`src/rtl/eth_tx_arb_pkg.sv`:
```
// Shared types and helpers for the ethernet TX frame arbiter.
// Holds the FSM state enum, default sizing constants and oh2idx().
package eth_tx_arb_pkg;

  typedef enum logic [1:0] {
    IDLE,
    XFER,
    DRAIN
  } arb_state_e;

  localparam int MAX_FRAME_LEN_DEF = 1518;
  localparam int CNT_W_DEF         = 16;
  localparam int SRC_MAX           = 8;

  // OR of indices of set bits; exact for a one-hot input.
  function automatic logic [2:0] oh2idx(
    input logic [SRC_MAX-1:0] oh
  );
    logic [2:0] idx;
    idx = '0;
    for (int i = 0; i < SRC_MAX; i++) begin
      if (oh[i]) idx = idx | 3'(i);
    end
    return idx;
  endfunction

endpackage

```
`src/rtl/eth_tx_frame_arbiter_if.sv`:
```
// 8-bit AXI-stream byte bundle toward the MAC (tdata/tvalid/tready/tlast/tuser).
// master drives data side and samples tready; slave is the MAC view.
interface eth_tx_frame_arbiter_if;

  logic [7:0] tdata;
  logic       tvalid;
  logic       tready;
  logic       tlast;
  logic       tuser;

  modport master (
    output tdata,
    output tvalid,
    output tlast,
    output tuser,
    input  tready
  );

  modport slave (
    input  tdata,
    input  tvalid,
    input  tlast,
    input  tuser,
    output tready
  );

endinterface

```
`src/rtl/eth_rr_arbiter.sv`:
```
// Combinational round-robin pick: first req above ptr (mod NUM_SRC).
// Ports: req, ptr in; gnt one-hot out, vld = any request.
module eth_rr_arbiter #(
  parameter  int NUM_SRC = 4,
  localparam int IW      = $clog2(NUM_SRC)
) (
  input  logic [NUM_SRC-1:0] req,
  input  logic [IW-1:0]      ptr,
  output logic [NUM_SRC-1:0] gnt,
  output logic               vld
);

  logic [IW-1:0] idx;

  // Walk from farthest to nearest so the nearest hit wins.
  always_comb begin
    gnt = '0;
    idx = '0;
    for (int i = NUM_SRC; i >= 1; i--) begin
      idx = IW'((int'(ptr) + i) % NUM_SRC);
      if (req[idx]) begin
        gnt      = '0;
        gnt[idx] = 1'b1;
      end
    end
  end

  assign vld = |req;

endmodule

```
`src/rtl/eth_tx_frame_arbiter.sv`:
```
// Frame-granular RR arbiter of NUM_SRC byte streams onto one MAC TX port.
// Ports: clk_i/rstn_i, cfg_*, src_* streams, mac (if.master), grant_o, busy_o, counters.
// ETH_TX_ARB_PRIO_EN: source 0 gets strict priority and leaves ptr untouched.
module eth_tx_frame_arbiter
  import eth_tx_arb_pkg::*;
#(
  parameter int NUM_SRC       = 4,
  parameter int MAX_FRAME_LEN = MAX_FRAME_LEN_DEF,
  parameter int CNT_W         = CNT_W_DEF
) (
  input  logic                   clk_i,
  input  logic                   rstn_i,
  input  logic                   cfg_enable_i,
  input  logic [NUM_SRC-1:0]     cfg_src_mask_i,
  input  logic [NUM_SRC*8-1:0]   src_tdata_i,
  input  logic [NUM_SRC-1:0]     src_tvalid_i,
  input  logic [NUM_SRC-1:0]     src_tlast_i,
  input  logic [NUM_SRC-1:0]     src_tuser_i,
  output logic [NUM_SRC-1:0]     src_tready_o,
  eth_tx_frame_arbiter_if.master mac,
  output logic [NUM_SRC-1:0]     grant_o,
  output logic                   busy_o,
  output logic [CNT_W-1:0]       frames_sent_o,
  output logic [CNT_W-1:0]       frames_aborted_o
);

  localparam int IW = $clog2(NUM_SRC);

  arb_state_e          state_q, state_d;
  logic [NUM_SRC-1:0]  grant_q, grant_d;
  logic [IW-1:0]       ptr_q, ptr_d;
  logic [15:0]         beat_q, beat_d;
  logic [CNT_W-1:0]    sent_q, abort_q;
  logic                sent_inc, abort_inc;

  logic [NUM_SRC-1:0]  req, rr_gnt, pick;
  logic                rr_vld;
  logic [IW-1:0]       gidx, ptr_upd;

  logic [NUM_SRC-1:0][7:0] data_arr;
  logic [7:0]          sel_data;
  logic                sel_valid, sel_last, sel_user;
  logic                at_max;

  assign req = src_tvalid_i & cfg_src_mask_i;

  eth_rr_arbiter #(
    .NUM_SRC (NUM_SRC)
  ) u_rr (
    .req (req),
    .ptr (ptr_q),
    .gnt (rr_gnt),
    .vld (rr_vld)
  );

  assign gidx      = IW'(oh2idx(SRC_MAX'(grant_q)));
  assign data_arr  = src_tdata_i;
  assign sel_data  = data_arr[gidx];
  assign sel_valid = src_tvalid_i[gidx];
  assign sel_last  = src_tlast_i[gidx];
  assign sel_user  = src_tuser_i[gidx];

  // Beat index (1-based) equals MAX_FRAME_LEN on the presented beat.
  assign at_max = (beat_q == 16'(MAX_FRAME_LEN - 1));

`ifdef ETH_TX_ARB_PRIO_EN
  assign pick    = req[0] ? NUM_SRC'(1) : rr_gnt;
  assign ptr_upd = (gidx == '0) ? ptr_q : gidx;
`else
  assign pick    = rr_gnt;
  assign ptr_upd = gidx;
`endif

  always_comb begin
    state_d      = state_q;
    grant_d      = grant_q;
    ptr_d        = ptr_q;
    beat_d       = beat_q;
    sent_inc     = 1'b0;
    abort_inc    = 1'b0;
    src_tready_o = '0;
    mac.tdata    = '0;
    mac.tvalid   = 1'b0;
    mac.tlast    = 1'b0;
    mac.tuser    = 1'b0;
    unique case (state_q)
      IDLE: begin
        if (cfg_enable_i && rr_vld) begin
          grant_d = pick;
          beat_d  = '0;
          state_d = XFER;
        end
      end
      XFER: begin
        mac.tdata    = sel_data;
        mac.tvalid   = sel_valid;
        // Forced end is held for the whole beat, stalls included.
        mac.tlast    = sel_last | at_max;
        mac.tuser    = sel_user | (at_max & ~sel_last);
        src_tready_o = grant_q & {NUM_SRC{mac.tready}};
        if (sel_valid && mac.tready) begin
          beat_d = beat_q + 16'd1;
          if (sel_last) begin
            sent_inc = 1'b1;
            ptr_d    = ptr_upd;
            grant_d  = '0;
            beat_d   = '0;
            state_d  = IDLE;
          end else if (at_max) begin
            abort_inc = 1'b1;
            beat_d    = '0;
            state_d   = DRAIN;
          end
        end
      end
      DRAIN: begin
        src_tready_o = grant_q;
        if (sel_valid && sel_last) begin
          ptr_d   = ptr_upd;
          grant_d = '0;
          state_d = IDLE;
        end
      end
      default: state_d = IDLE;
    endcase
  end

  always_ff @(posedge clk_i or negedge rstn_i) begin
    if (!rstn_i) begin
      state_q <= IDLE;
      grant_q <= '0;
      ptr_q   <= IW'(NUM_SRC - 1);
      beat_q  <= '0;
      sent_q  <= '0;
      abort_q <= '0;
    end else begin
      state_q <= state_d;
      grant_q <= grant_d;
      ptr_q   <= ptr_d;
      beat_q  <= beat_d;
      if (sent_inc && sent_q != '1)
        sent_q <= sent_q + CNT_W'(1);
      if (abort_inc && abort_q != '1)
        abort_q <= abort_q + CNT_W'(1);
    end
  end

  assign grant_o          = grant_q;
  assign busy_o           = (state_q != IDLE);
  assign frames_sent_o    = sent_q;
  assign frames_aborted_o = abort_q;

endmodule

```
`src/flat_wrapper.sv`:
```
// flat-port wrapper written by rule: the top's interface ports become plain ports
module eth_tx_frame_arbiter_flat import eth_tx_arb_pkg::*;
#(
  parameter int NUM_SRC       = 4,
  parameter int MAX_FRAME_LEN = MAX_FRAME_LEN_DEF,
  parameter int CNT_W         = CNT_W_DEF
)
  (clk_i, rstn_i, cfg_enable_i, cfg_src_mask_i, src_tdata_i, src_tvalid_i, src_tlast_i, src_tuser_i, src_tready_o, grant_o, busy_o, frames_sent_o, frames_aborted_o, mac_tdata, mac_tvalid, mac_tlast, mac_tuser, mac_tready);
  eth_tx_frame_arbiter_if mac_i ();
  input  logic clk_i;
  input  logic rstn_i;
  input  logic cfg_enable_i;
  input  logic [NUM_SRC-1:0] cfg_src_mask_i;
  input  logic [NUM_SRC*8-1:0] src_tdata_i;
  input  logic [NUM_SRC-1:0] src_tvalid_i;
  input  logic [NUM_SRC-1:0] src_tlast_i;
  input  logic [NUM_SRC-1:0] src_tuser_i;
  output logic [NUM_SRC-1:0] src_tready_o;
  output logic [NUM_SRC-1:0] grant_o;
  output logic busy_o;
  output logic [CNT_W-1:0] frames_sent_o;
  output logic [CNT_W-1:0] frames_aborted_o;
  output wire logic [$bits(mac_i.tdata)-1:0] mac_tdata;
  output wire logic [$bits(mac_i.tvalid)-1:0] mac_tvalid;
  output wire logic [$bits(mac_i.tlast)-1:0] mac_tlast;
  output wire logic [$bits(mac_i.tuser)-1:0] mac_tuser;
  input wire logic [$bits(mac_i.tready)-1:0] mac_tready;
  assign mac_tdata = mac_i.tdata;
  assign mac_tvalid = mac_i.tvalid;
  assign mac_tlast = mac_i.tlast;
  assign mac_tuser = mac_i.tuser;
  assign mac_i.tready = mac_tready;
  eth_tx_frame_arbiter #(.NUM_SRC(NUM_SRC), .MAX_FRAME_LEN(MAX_FRAME_LEN), .CNT_W(CNT_W)) u_core (.clk_i(clk_i), .rstn_i(rstn_i), .cfg_enable_i(cfg_enable_i), .cfg_src_mask_i(cfg_src_mask_i), .src_tdata_i(src_tdata_i), .src_tvalid_i(src_tvalid_i), .src_tlast_i(src_tlast_i), .src_tuser_i(src_tuser_i), .src_tready_o(src_tready_o), .mac(mac_i), .grant_o(grant_o), .busy_o(busy_o), .frames_sent_o(frames_sent_o), .frames_aborted_o(frames_aborted_o));
endmodule
```
`config.mk`:
```
export PLATFORM = sky130hd
export DESIGN_NAME = eth_tx_frame_arbiter_flat
export DESIGN_NICKNAME = d
export VERILOG_FILES = /design/src/rtl/eth_tx_arb_pkg.sv /design/src/rtl/eth_tx_frame_arbiter_if.sv /design/src/rtl/eth_rr_arbiter.sv /design/src/rtl/eth_tx_frame_arbiter.sv /design/src/flat_wrapper.sv
export SDC_FILE = /design/constraint.sdc
export NUM_CORES = 1
export LEC_CHECK = 0
export BUFFER_PORTS_ARGS = -buffer_cell sky130_fd_sc_hd__buf_2
export CORE_MARGIN = 4
export CORE_UTILIZATION = 30
export DETAILED_ROUTE_END_ITERATION = 10
export HOLD_SLACK_MARGIN = 0.05
export PLACE_DENSITY = 0.53
export SYNTH_ARGS = -nofsm -noshare
export SYNTH_HDL_FRONTEND = slang
export SYNTH_SLANG_ARGS = --single-unit
export TNS_END_PERCENT = 10
```
`constraint.sdc`:
```
create_clock -name clk_i -period 3.05 [get_ports clk_i]
set_input_delay 0.1525 -clock clk_i [delete_from_list [all_inputs] [get_ports clk_i]]
set_output_delay 0.1525 -clock clk_i [all_outputs]
set_load 0.1 [all_outputs]
```
Word-level counts from Yosys, hierarchy flattened:

Cells that the tools add are included.

* $add $sub $neg: 7
* magnitude comparators: 9
* eq/ne operators: 10
* multiplexer cells: 63
* bitwise logic cells: 6
* reductions and logical operators: 19

Operators with widths (number)
* $mux 16: 4
* $add 16x1->16 const B: 3
* $mux 4: 8
* $ne 16x16->1 const B: 2
* $pmux 16 s2: 1
* $mux 1: 22
* $mux 2: 10
* $bmux 8 s2: 1
* $eq 16x11->1 const B: 1
* $mux 8: 2
* $lt 2x3->1 const B: 5
* $bmux 1 s2: 7
* $pmux 4 s3: 1
* $logic_and 1x1->1: 9
* $and 4x4->4: 2
* $demux 1 s2: 4
* $ge 2x1->1 const B: 4
* $ne 2x1->1 const B: 4
* $pmux 4 s2: 1
* $reduce_and 4->1: 2
* $pmux 2 s3: 1
* $reduce_bool 2->1: 3
* $reduce_and 5->1: 1
* $add 2x1->2 const B: 2
* 12 further kinds: 14

* bits in registers: 56
* input bits: 52
* output and inout bits: 52

Longest topological paths before layout:

Gate-level depths: netlist of run 1.

* depth in word-level cells: 11
* depth in mapped cells: 9
* depth with buffers taken out: 8

By module:

A second synthesis of run 1 with hierarchy kept.

* cell total of the unflattened synthesis: 408
* area, all modules: 3886.2 µm²

Modules (own cells, without submodules)
* eth_tx_frame_arbiter: times used 1, cells each 362, area each 3497.1 µm², sequential area each 1403.8 µm²
* eth_rr_arbiter: times used 1, cells each 46, area each 389.1 µm², sequential area each 0.0 µm²

Worst setup path after synthesis of run 1:

No wires, ideal clock.

* path type: register to output
* start point: register u_core.grant_q[1] (netlist: u_core.grant_o[1])
* end point: output mac_tdata[0]
* arrival time: 4.429 ns
* setup slack: -1.532 ns
* stages on the path, launching flop included: 7
* path through: dfrtp_1 -> buf_6 -> clkbuf_1 -> clkbuf_1 -> buf_1 -> a211oi_1 -> a311oi_1

* longest elaborated chain between the ends: 6

Ends and longest elaborated chain
* start, declared: line eth_tx_frame_arbiter.sv:30 `logic [NUM_SRC-1:0] grant_q, grant_d;`
* start signal, assigned: line eth_tx_frame_arbiter.sv:138 `grant_q <= grant_d;`
* $mux 1: line eth_tx_arb_pkg.sv:22 `if (oh[i]) idx = idx | 3'(i);`
* $mux 2 (2 in a row): line eth_tx_arb_pkg.sv:22
* $bmux 8 s2: line eth_tx_frame_arbiter.sv:58 `assign sel_data = data_arr[gidx];`
* $mux 8 (not written as such): line eth_tx_frame_arbiter.sv:58
* $mux 8: line eth_tx_frame_arbiter.sv:86 `unique case (state_q)`
* end, declared: line flat_wrapper.sv:23 `output wire logic [$bits(mac_i.tdata)-1:0] mac_tdata;`

No other way between the ends. The select of a mux whose other input is x is not followed.

Worst setup path in the final report of run 1:

* start point: register u_core.beat_q[1]
* end point: output mac_tuser

* longest elaborated chain between the ends: 4

Ends and longest elaborated chain
* start, declared: line eth_tx_frame_arbiter.sv:32 `logic [15:0] beat_q, beat_d;`
* start signal, assigned: line eth_tx_frame_arbiter.sv:140 `beat_q <= beat_d;`
* $eq 16x11->1: line eth_tx_frame_arbiter.sv:64 `assign at_max = (beat_q == 16'(MAX_FRAME_LEN - 1));`
* $and 1x1->1: line eth_tx_frame_arbiter.sv:99 `mac.tuser = sel_user | (at_max & ~sel_last);`
* $or 1x1->1: line eth_tx_frame_arbiter.sv:99
* $mux 1: line eth_tx_frame_arbiter.sv:86
* end, declared: line flat_wrapper.sv:26 `output wire logic [$bits(mac_i.tuser)-1:0] mac_tuser;`

No other way between the ends.

==> impl_results.md, run 1 <==
- Status: completed
- Final hold vios: 0
- Critical path class: reg2out
- Die area: 0.01430 mm^2
- Worst Tran Pin Value: 0.8445 ns
- Leak: 2.168 nW
- Layout cells sized above 1: 30.63%
- Clock Sink Count: 56
- Wirelength per Cell: 14.70 um
- Most area-consuming cells after synthesis: dfrtp_1 (36%), xnor2_1 (5.2%), nand2_1 (4.3%)
- Final cell count without fillers: 674
- Global-route wire length before repair: 16,500 um
- Slew HR: 43.70%
- Post-synthesis cell count: 403
- Final-report max-slew violation count: 0
- Worst-skew pair later-pin latency: 0.29 ns
- Core box area: 0.01211 mm^2
- Pre-CTS setup slack: 0.4483 ns
- Placed insts: 665
- Routed Antenna Nets: 0
- Hold depth: 5
- CTS tree: yes
- Initial DRC count: 232
- Pwr Density: 873.2 mW/mm^2
- Die width: 119.6 um
- Crit. End Element: primary output
- Largest net degree at the start of global routing: 36
- Commonest non-fill, non-tap cell in the layout: buf_2
- Hold_ws: 0.3694 ns
- Final min period: 2.624 ns
- Vias: 3,435
- Drt total wl: 9909 um
- Mapped Area: 0.003735 mm^2
- # Max-Cap Violations: 0
- Vias per inst: 5.096
- Vias in the first global route: 3,334
- Syn_area_per_cell: 9.268 um^2
- PortBufs: 103
- Area Growth Syn to Fin: 28.24%
- WP data required: 2.90 ns
- Final setup viols: 0
- Critical path arrival: 2.47 ns
- Row cnt: 40
- Critical path fanouts, max: 6
- EDFF count, synth: 0
- Buffers from clock root to sink, at most: 2
- CTS resizes: 0
- Hpwl dp: 7734 um
- Final period util: 86.05%
- Final RePlAce weighted congestion: 0.8008
- Clock Skew: 0.006370 ns
- Fill cells: 1,244
- #FFs+latches synth: 56
- H-tree lvl count: 2
- RSZ-0062 raised after global routing: false
- Total track usage: 13.79%
- Library cells used by synthesis: 59
- Clock transition at path regs: 0.07 ns
- Initial antenna violation count: 0
- Nets: 569
- Die height: 119.6 um
- Initial Utilization: 30.84%
- Synth area leader: dfrtp_1
- Pre-Repair DR Iteration Count: 4
- DRC viols: 0
- Fmax: 381.0 MHz
- Sequential-to-total area share from yosys stat: 37.59%
- Num CTS Buffers: 5
- Ant diodes: 0
- Share of the synthesized area in the top cell type: 36.18%
- CTS Root Buffer Type: clkbuf_16
- Ys async rst share: 100.0%
- Startpoint type of the worst setup path: flop
- VDD IR max: 0.7288 mV
- Setup tns final: 0 ns
- Syn_nets: 467
- Setup ws final: 0.4256 ns
- Most frequent cells in the layout: buf_2 (102), dfrtp_1 (54), nand2_1 (43), nor2_1 (32), o21ai_0 (30)
- Io pins: 104
- Ys Warns: 0
- HP Class: in2reg
- R2R depth: 7
- Top FF cell, synth: dfrtp_1
- Grt ovf: 0
cell families (layout without fill, tap and decap cells):
group | count (synthesis) | after routing | synth area share (%)
flops | 56 | 56 | 37.59
xor+xnor | 30 | 30 | 7.035
simple gates | 169 | 169 | 25.03
compound gates | 89 | 89 | 17.29
buf+inv | 32 | 135 | 3.718
fa+ha+maj | 12 | 12 | 4.020
mux | 15 | 15 | 5.327
cell type report:
| type | instances | area, um^2 | area share, % |
|---|---|---|---|
| Timing Repair Buffer | 112 | 600.6 | 12.54 |
| Clock inverter | 2 | 38.79 | 0.8098 |
| Multi-Input combinational cell | 315 | 2341 | 48.88 |
| Inverter | 15 | 56.30 | 1.176 |
| Sequential cell | 56 | 1404 | 29.31 |
| Tap cell | 168 | 210.2 | 4.389 |
| Clock buffer | 6 | 138.9 | 2.900 |
metrics by stage:
step / instance area [um^2] / total power, mW / util [%]
after detailed placement: 4602 / 3.532 / 38.00
after global routing: 4790 / 4.434 / 39.55
after floorplan: 3884 / 3.048 / -
final: 4790 / 4.182 / 39.55
after global placement: 4602 / 3.511 / 38.00
after CTS: 4790 / 4.234 / 39.55
metal layers:
layer	routed length, um	part of all wire, %	global-route usage [%]
met5	0	0	0
met4	82	0.83	2.577
met3	665	6.7	2.969
met2	4517	46	22.18
met1	4643	47	19.31
worst max-delay path: stages, from the launching register on:
cell       delay, ns
dfrtp_1         0.45
inv_1           0.08
ha_1            0.13
nor4b_1         0.54
o2111ai_4       0.34
a21oi_2         0.21
buf_2           0.44
synthesized netlist by cell type, types with 3 or more instances:
cell type  instances
dfrtp_1           54
nand2_1           43
nor2_1            32
o21ai_0           30
xnor2_1           22
nand3_1           17
inv_1             15
nor2b_1           15
nand4_1           13
ha_1              12
a211oi_1          10
o31ai_1           10
clkbuf_1           9
mux2_2             9
a21oi_1            8
a311oi_1           8
xor2_1             8
and3_1             7
nor4_1             6
and2_1             5
a221oi_1           4
and4_1             4
buf_1              3
buf_2              3
mux2i_1            3
mux4_2             3
nand2b_1           3
nand4b_1           3
o211ai_1           3
o41ai_1            3
power by group:
group	total, mW	switching, mW	internal, mW
logic	2.56	1.88	0.679
registers	0.938	0.115	0.822
clock network	0.682	0.270	0.412
total	4.18	2.27	1.91
repair_timing:
item / CTS / global route
hold buffers: 1 / 0
setup buffers: 0 / 0
endpoints found under the hold margin: 33 / 0
path summary, 6_finish.rpt:
| kind | to | start | slack, ns |
|---|---|---|---|
| worst max register to register | u_core.beat_q[10] | u_core.grant_o[3] | 0.48 |
| worst max-delay path | mac_tuser | u_core.beat_q[1] | 0.43 |
| worst min register to register | u_core.beat_q[15] | u_core.beat_q[15] | 0.49 |
| worst min-delay path | u_core.state_q[1] | mac_tready | 0.37 |
| min in group asynchronous | u_core.frames_aborted_o[15] | rstn_i | 0.52 |
| max in group asynchronous | u_core.ptr_q[0] | rstn_i | 1.77 |
state kept, by name, summed over array words and instances (netlist names):
register and count:
u_core.state_q 2, u_core.frames_sent_o 16, u_core.grant_o 4, u_core.beat_q 16
u_core.frames_aborted_o 16, u_core.ptr_q 2
(Power assumes the default switching activity.)
==> inputs of run 2 (changes only) <==
- clock period: 3.05 -> 2.7 ns (I/O delays scaled with it)
==> impl_results.md, run 2 (same netlist as run 1, synthesis figures left out) <==
- Status: completed (unchanged)
- CTS resizes: 0 (unchanged)
- Clock Skew: 0.01067 ns (was 0.006370 ns)
- Buffers from clock root to sink, at most: 2 (unchanged)
- Setup ws final: 0.1881 ns (was 0.4256 ns)
- Row cnt: 40 (unchanged)
- Global-route wire length before repair: 17,520 um (was 16,500 um)
- Routed Antenna Nets: 0 (unchanged)
- CP Cell Sequence: or4b_4 > o211ai_2 > o2111ai_4 > a21oi_4 > buf_2 (was inv_1 > ha_1 > nor4b_1 > o2111ai_4 > a21oi_2 > buf_2)
- Final-report max-slew violation count: 0 (unchanged)
- Initial Utilization: 30.84% (unchanged)
- RSZ-0062 raised after global routing: false (unchanged)
- Top Usage Layer GRT: met2 (unchanged)
- Layout Cell Area excl Fill: 0.004817 mm^2 (was 0.004790 mm^2)
- Hold depth: 5 (unchanged)
- Clock transition at path regs: 0.07 ns (about the same)
- Num CTS Buffers: 5 (unchanged)
- Met2 GRT Util: 23.27% (was 22.18%)
- Final setup viols: 0 (unchanged)
- Pre-Repair DR Iteration Count: 4 (unchanged)
- Initial antenna violation count: 0 (unchanged)
- Post-CTS setup buffer count: 0 (unchanged)
- Commonest non-fill, non-tap cell in the layout: buf_2 (unchanged)
- Core box area: 0.01211 mm^2 (unchanged)
- Launch point of the worst reg-to-reg path: u_core.grant_o[3] (unchanged)
- Clock Sink Count: 56 (unchanged)
- Total track usage: 14.52% (was 13.79%)
- Most frequent cells in the layout: buf_2 (102), dfrtp_1 (51), nand2_1 (43), nor2_1 (32), o21ai_0 (30) (was buf_2 (102), dfrtp_1 (54), nand2_1 (43), nor2_1 (32), o21ai_0 (30))
- Largest stage delay, worst path: 0.56 ns (was 0.54 ns)
- CTS tree: yes (unchanged)
- Hold Path End: u_core.state_q[1] (unchanged)
- H-tree lvl count: 2 (unchanged)
- Die height: 119.6 um (unchanged)
- Ant diodes: 0 (unchanged)
- Final hold vios: 0 (unchanged)
- CTS Root Buffer Type: clkbuf_16 (unchanged)
- Vias in the first global route: 3,367 (was 3,334)
- Final RePlAce weighted congestion: 0.8103 (was 0.8008)
- Area after DPL: 0.004634 mm^2 (was 0.004602 mm^2)
- WP data required: 2.57 ns (was 2.90 ns)
- Critical path class: reg2out (unchanged)
- HP Class: in2reg (unchanged)
- Slew HR: 57.53% (was 43.70%)
- Final period util: 93.03%
- R2R depth: 7 (unchanged)
- Startpoint type of the worst setup path: flop (unchanged)
- PortBufs: 103 (unchanged)
- Crit. End Element: primary output (unchanged)
- Hold_ws: 0.3428 ns (was 0.3694 ns)
- Nets: 571 (was 569)
- Vias per inst: 5.096 (about the same)
- Pwr Density: 988.8 mW/mm^2 (was 873.2 mW/mm^2)
- Hpwl dp: 7829 um (was 7734 um)
- Initial DRC count: 176 (was 232)
- # Max-Cap Violations: 0 (unchanged)
- Vias: 3,445 (was 3,435)
- Largest net degree at the start of global routing: 31 (was 36)
- Critical path arrival: 2.38 ns (was 2.47 ns)
- DRC viols: 0 (unchanged)
- Hold path startpoint: mac_tready (unchanged)
- Met1 global-route usage: 20.63% (was 19.31%)
- Grt ovf: 0 (unchanged)
- Worst-skew pair later-pin latency: 0.30 ns (was 0.29 ns)
- Wirelength per Cell: 15.07 um (was 14.70 um)
- Area Growth Syn to Fin: 28.98% (was 28.24%)
- Fill cells: 1,220 (was 1,244)
- VDD IR max: 0.2663 mV (was 0.7288 mV)
- Worst r2r dst: u_core.frames_aborted_o[13] (was u_core.beat_q[10])
- Io pins: 104 (unchanged)
- Setup tns final: 0 ns (unchanged)
- Die width: 119.6 um (unchanged)
- Critical Path Slowest Stage Cell: or4b_4 (was nor4b_1)
- Drt total wl: 10,190 um (was 9909 um)
- Worst Tran Pin Value: 0.6371 ns (was 0.8445 ns)
- Final min period: 2.512 ns
- Layout cells sized above 1: 31.69% (was 30.63%)
- Pre-CTS setup slack: 0.3092 ns (was 0.4483 ns)
- Die area: 0.01430 mm^2 (unchanged)
- Critical path fanouts, max: 9 (was 6)
- Fmax: 398.1 MHz
- Reg-to-reg setup timing slack: 0.30 ns (was 0.48 ns)
- Leak: 2.170 nW (was 2.168 nW)
- Met3 Track Usage GR: 2.451% (was 2.969%)
run 2: timing repair:
action | 4_1_cts | 5_1_grt
hold endpoints to repair | 24 | 0
hold buffers | 1 | 0
endpoints found under the setup margin | 0 | 0
run 2: worst max path at each step:
stage	from	endpoint	slack, ns	depth (start not counted)
CTS	u_core.grant_o[1]	mac_tuser	0.17	5
finish	u_core.grant_o[1]	mac_tuser	0.19	5
floorplan	u_core.grant_o[1]	mac_tdata[0]	0.01	6
global placement	u_core.grant_o[1]	u_core.frames_aborted_o[1]	0.36	5
detailed placement	u_core.grant_o[1]	u_core.frames_aborted_o[14]	0.31	6
global route	u_core.beat_q[10]	mac_tuser	0.04	5
run 2: final cells by class:
class	instances	area, um^2	area share, %
clock buffers	5	125.1	2.597
clock inverters	3	47.55	0.9870
inverters	15	56.30	1.169
multi-input cells	315	2352	48.83
well taps	168	210.2	4.364
flip-flops and latches	56	1410	29.27
repair buffers	114	615.6	12.78
run 2: metal layers:
layer,up-vias,wire length (um)
met1,1652,4917
li1,1687,-
met2,95,4613
met4,0,158
met3,11,496
met5,-,0
run 2: per-stage QoR:
stage | utilization, % | power [mW] | std cells
5_1_grt | 39.77 | 5.047 | 676
3_3_place_gp | 38.26 | 4.017 | 667
4_1_cts | 39.77 | 4.808 | 676
2_1_floorplan | - | 3.468 | 403
6_report | 39.77 | 4.763 | 676
3_5_place_dp | 38.26 | 4.037 | 667
run 2: where the power goes:
part	switching [mW]	total [mW]	internal [mW]
registers	0.133	1.07	0.934
logic	2.14	2.94	0.802
clock network	0.314	0.756	0.442
run 2: critical path: cells and delay by family (launching register included):
kind                   cells  cell delay, ns
buffers and inverters      1            0.44
flip-flops                 1            0.52
AO/OA/AOI/OAI              3            0.55
AND/OR/NAND/NOR            1            0.56
